==> src/rtl/irq_pkg.sv <==
// Shared constants for the memory-mapped interrupt controller and interval timer.
package irq_pkg;

    localparam int unsigned OFF_W       = 4;
    localparam int unsigned DATA_W      = 32;
    localparam int unsigned CTRL_W      = 2;
    localparam int unsigned CTRL_TEN    = 0;
    localparam int unsigned CTRL_GIE    = 1;
    localparam int unsigned CAUSE_VALID = 31;
    localparam int unsigned CAUSE_IDX_W = 5;

    localparam logic [OFF_W-1:0] OFF_PENDING = 4'h0;
    localparam logic [OFF_W-1:0] OFF_MASK    = 4'h1;
    localparam logic [OFF_W-1:0] OFF_CAUSE   = 4'h2;
    localparam logic [OFF_W-1:0] OFF_TLOAD   = 4'h3;
    localparam logic [OFF_W-1:0] OFF_TCOUNT  = 4'h4;
    localparam logic [OFF_W-1:0] OFF_CTRL    = 4'h5;

endpackage

==> src/rtl/irq_timer.sv <==
// Interval down-counter: reloads from TLOAD on reaching zero and flags a one-cycle tick.
module irq_timer
    import irq_pkg::*;
(
    input  logic              clk,
    input  logic              reset,
    input  logic              en,
    input  logic              start,
    input  logic              load_we,
    input  logic [DATA_W-1:0] load_data,
    output logic [DATA_W-1:0] tload,
    output logic [DATA_W-1:0] tcount,
    output logic              tick
);

    // Tick is combinational so pending[0] sets on the same edge TCOUNT reloads.
    always_comb begin
        tick = en && (tload != '0) && (tcount == '0) && !load_we && !start;
    end

    always_ff @(posedge clk) begin
        if (reset) begin
            tload  <= '0;
            tcount <= '0;
        end else if (load_we) begin
            tload  <= load_data;
            tcount <= load_data;
        end else if (start) begin
            tcount <= tload;
        end else if (en && (tload != '0)) begin
            if (tcount == '0) begin
                tcount <= tload;
            end else begin
                tcount <= tcount - DATA_W'(1);
            end
        end
    end

endmodule

==> src/rtl/irq_ctl.sv <==
// Interrupt controller top: window decode, edge capture into PENDING, masking, cause encode and irq flop.
module irq_ctl
    import irq_pkg::*;
#(
    parameter logic [31:0] BASE_ADDR = 32'hFFFF_0000,
    parameter int unsigned NSRC      = 8
) (
    input  logic              clk,
    input  logic              reset,
    input  logic [NSRC-1:0]   src,
    input  logic [31:0]       memAddr,
    input  logic [31:0]       memWriteData,
    input  logic              MemRead,
    input  logic              MemWrite,
    output logic [31:0]       memReadData,
    output logic              hit,
    output logic              irq
);

    localparam int unsigned PW = NSRC + 1;

    logic [PW-1:0]          pending;
    logic [PW-1:0]          mask;
    logic [NSRC-1:0]        prev;
    logic [CTRL_W-1:0]      ctrl;
    logic [OFF_W-1:0]       off;
    logic                   we;
    logic                   start;
    logic                   tick;
    logic [PW-1:0]          w1c;
    logic [PW-1:0]          set_vec;
    logic [PW-1:0]          active;
    logic [CAUSE_IDX_W-1:0] cause_idx;
    logic [DATA_W-1:0]      cause;
    logic [DATA_W-1:0]      tload;
    logic [DATA_W-1:0]      tcount;
    logic                   unused_addr;

    assign unused_addr = ^memAddr[1:0];

    always_comb begin
        hit     = (memAddr[31:6] == BASE_ADDR[31:6]);
        off     = memAddr[5:2];
        we      = MemWrite && hit;
        start   = we && (off == OFF_CTRL) && memWriteData[CTRL_TEN] && !ctrl[CTRL_TEN];
        w1c     = (we && (off == OFF_PENDING)) ? memWriteData[PW-1:0] : '0;
        set_vec = {src & ~prev, tick};
        active  = pending & mask;
    end

    irq_timer u_timer (
        .clk       (clk),
        .reset     (reset),
        .en        (ctrl[CTRL_TEN]),
        .start     (start),
        .load_we   (we && (off == OFF_TLOAD)),
        .load_data (memWriteData),
        .tload     (tload),
        .tcount    (tcount),
        .tick      (tick)
    );

    // Lowest active index wins; scan from the top so the last hit is the lowest.
    always_comb begin
        cause_idx = '0;
        for (int i = PW - 1; i >= 0; i--) begin
            if (active[i]) begin
                cause_idx = CAUSE_IDX_W'(i);
            end
        end
        cause                        = '0;
        cause[CAUSE_VALID]           = |active;
        cause[CAUSE_IDX_W-1:0]       = cause_idx;
    end

    always_comb begin
        memReadData = '0;
        if (MemRead && hit) begin
            case (off)
                OFF_PENDING: memReadData = DATA_W'(pending);
                OFF_MASK:    memReadData = DATA_W'(mask);
                OFF_CAUSE:   memReadData = cause;
                OFF_TLOAD:   memReadData = tload;
                OFF_TCOUNT:  memReadData = tcount;
                OFF_CTRL:    memReadData = DATA_W'(ctrl);
                default:     memReadData = '0;
            endcase
        end
    end

    // prev tracks src even in reset so levels held through reset raise nothing.
    always_ff @(posedge clk) begin
        prev <= src;
        if (reset) begin
            pending <= '0;
            mask    <= '0;
            ctrl    <= '0;
            irq     <= 1'b0;
        end else begin
            pending <= (pending & ~w1c) | set_vec;
            irq     <= ctrl[CTRL_GIE] && (|active);
            if (we && (off == OFF_MASK)) begin
                mask <= memWriteData[PW-1:0];
            end
            if (we && (off == OFF_CTRL)) begin
                ctrl <= memWriteData[CTRL_W-1:0];
            end
        end
    end

endmodule

==> config.mk <==
export PLATFORM = sky130hd
export DESIGN_NAME = irq_ctl
export DESIGN_NICKNAME = d
export VERILOG_FILES = /design/src/rtl/irq_pkg.sv /design/src/rtl/irq_timer.sv /design/src/rtl/irq_ctl.sv
export SDC_FILE = /design/constraint.sdc
export NUM_CORES = 1
export LEC_CHECK = 0
export ABC_AREA = 1
export CAP_MARGIN = 10
export CORE_UTILIZATION = 50
export CTS_CLUSTER_SIZE = 28
export DETAILED_ROUTE_END_ITERATION = 8
export PLACE_DENSITY = 0.87
export SLEW_MARGIN = 20
export SYNTH_ARGS = -nofsm -noshare
export SYNTH_HDL_FRONTEND = slang
export SYNTH_SLANG_ARGS = --single-unit
export TNS_END_PERCENT = 20
==> constraint.sdc <==
create_clock -name clk -period 3.05 [get_ports clk]
set_input_delay 0.305 -clock clk [delete_from_list [all_inputs] [get_ports clk]]
set_output_delay 0.305 -clock clk [all_outputs]
set_load 0.005 [all_outputs]
==> metrics <==
status complete, no violations; H-tree level count 3; mux contribution to synthesized area 0%; Critical path buffers and inverters 3; pin count of the biggest net entering global routing 52; nets 1,158; number of DRC markers in iteration 0 approximately 660; RSZ-0062 raised after global routing false; Synth area leader dfxtp_1; EDFF count, synth 0; HPWL Detailed approximately 12,000 um; Synth Flop Type dfxtp_1; Synth Area in Simple Gates roughly 40%; ys async rst share 0%; library cells used by synthesis 35; Crit. End Element primary output; remaining global-route overflow 0; layout cells sized above 1 3.96%; most frequent cell on the critical path clkdlybuf4s50_1; main area contributors after synthesis dfxtp_1 (32%), nand2_1 (19%), nor2_1 (11%); slowest stage cell, crit path clkdlybuf4s50_1; Fill cells 1,048; worst path cell trace clkdlybuf4s50_1, nor2_2, nand3_2, clkinv_1, a221oi_1, a31oi_1, clkdlybuf4s50_1; crit path kind in -> out; register area share after synthesis 31.8%; #FFs+latches synth between 90 and 100; Worst Skew approximately 6.3 ps; CP Data Required Time 2740 ps; Rel. slew slack 34.3%; Sum Neg Setup Slack 0 ps; Syn Nets 1,064; Slew Viols, Final 0; worst path arrival time around 2500 ps; storage element area 1860 um2; drt pass-1 iters 8; most common cell in the netlist nand2_1; Pwr Density 364 nW/um2; Vias/cell approximately 5.5; Area growth syn-to-layout 25.7%; CTS Hold Bufs 0; CP Launch Type input port; Place WS 233 ps; die area 12,100 um2; RePlAce Congestion about 0.96; pin slew with the least headroom to its limit 984 ps; VDD IR max between 0.2 and 0.3 mV; Synth Warn # 0; Synth Area in Adders less than 1%; Hold Crit Class in -> reg; Syn Inst Count approximately 1,000; Die Wd 110 um; first-pass GRT wire length around 29,000 um; Initial Util 51.3%; latest clock arrival within the worst-skew pair 350 ps; worst hold slack 419 ps; CTS Buf Count 9; Final setup viols 0; post-synth top area share roughly a third; Compound-Gate Fraction of Synth Area 14.8%; synth cell count leaders nand2_1 (295), nor2_1 (179), dfxtp_1 (93); clock buffer depth 2; CTS tree done; Total Routing Usage GR 30.2%; crit path max fanout 15; vias in the first global route 5,975; Final WS setup 224 ps; Antenna Nets Post-Route 0; IO Port Bufs 107; leakage power 0.00334 uW; CTS resizes 0; # clock sinks a little over 90; Final Cell Area 7360 um2; Worst-path clk slew 70 ps; area of the multi-input gates 3450 um2; Power, Total approximately 2700 uW; post-route clock period utilization 92.7%; initial antenna violation count 0; f_max 0.354 GHz; Final Hold Fails 0; main combinational cell family by area after synthesis simple AND/OR/NAND/NOR gates; # DRC 0; critical path's largest stage delay 530 ps; DP Area 7030 um2; Routed WL 17,700 um; Post-Syn Area just under 6000 um2; maxcap violations 0; CORE AREA 11,400 um2; Routed WL per cell ~14 um; ant diodes 0; Root Driver clkbuf_16; Site Rows 39; Period minus WS final roughly 2800 ps; Syn Area/Cell 5.94 um2; Setup Fix Bufs, Post-CTS 0; # IOs 110; Crit path max-delay family buffers and inverters; die height 110 um; routed vias 6,784; Synth Area in XOR/XNOR approximately 3.9%
## routing by layer
metal | track usage [%] | part of all wire (%) | vias up
met2 | 48.7 | 46 | 309
met4 | 9.87 | 2.1 | 0
met1 | 40.7 | 44 | 3070
met5 | 0 | 0 | -
met3 | 5.58 | 7.8 | 37
li1 | - | - | 3368
## cell type report
type / instances / area share (%)
clock buffer: 10 / 3.25
clock inverter: 6 / 1.24
inverter: 92 / 4.69
multi-input combinational: 761 / 47.0
sequential: 93 / 25.3
tap: 143 / 2.43
timing repair buffer: 123 / 16.1
## sequential cells by signal (all words and copies together), names as in the netlist
signal	cells
ctrl	2
irq	1
mask	9
pending	9
prev	8
u_timer.tcount	32
u_timer.tload	32
## cell usage in the layout (no fill, tap or decap), drive strengths merged, types with 5 or more instances in the layout
master / Yosys / layout
nor2: 183 / 183
clkbuf: 20 / 10
o22ai: 9 / 9
xor2: 16 / 16
buf: 20 / 17
clkdlybuf4s50: 0 / 106
nand2: 295 / 295
xnor2: 10 / 10
a211oi: 10 / 10
o21ai: 44 / 44
dfxtp: 93 / 93
a21oi: 91 / 91
nand3: 57 / 57
nand4: 25 / 25
nor3: 5 / 5
inv: 89 / 92
## per-stage QoR
stage / utilization (%) / cells
after floorplan: - / 986
after global placement: 61.5 / 1212
after detailed placement: 61.5 / 1212
after CTS: 64.4 / 1228
after global routing: 64.4 / 1228
final: 64.4 / 1228
## report_power, final
| group | internal (uW) | switching (uW) | leakage [uW] |
|---|---|---|---|
| logic | 99.6 | 77.9 | 0.00242 |
| clock network | 749 | 516 | 0.000164 |
| registers | 1230 | 7.94 | 0.000754 |
| total | 2070 | 601 | 0.00334 |
## worst register-to-register path: stages (launching register included)
cell and delay, ps:
dfxtp_1 380, nor2_1 260, nand2_1 110, nor2_1 230, and2_1 210, nand2_1 210, nand3_1 220, buf_4 260
nor2_1 100, nor2_1 130, nor2_1 50
## cell families after synthesis
logic type,after synthesis
AND/OR/NAND/NOR,571
AO/OA/AOI/OAI,162
buffers and inverters,132
flip-flops,93
XOR/XNOR,26
adder cells (fa/ha/maj),2
## worst paths after layout
path / startpoint / to / slack, ps / cells past startpoint
hold reg to reg: mask[2] / mask[2] / 480 / 2
setup reg to reg: u_timer.tcount[8] / u_timer.tcount[29] / 800 / 10
setup / recovery: memAddr[5] / memReadData[0] / 220 / 7
hold / removal: src[6] / prev[6] / 420 / 1
Power figures use the tool's default switching activity.
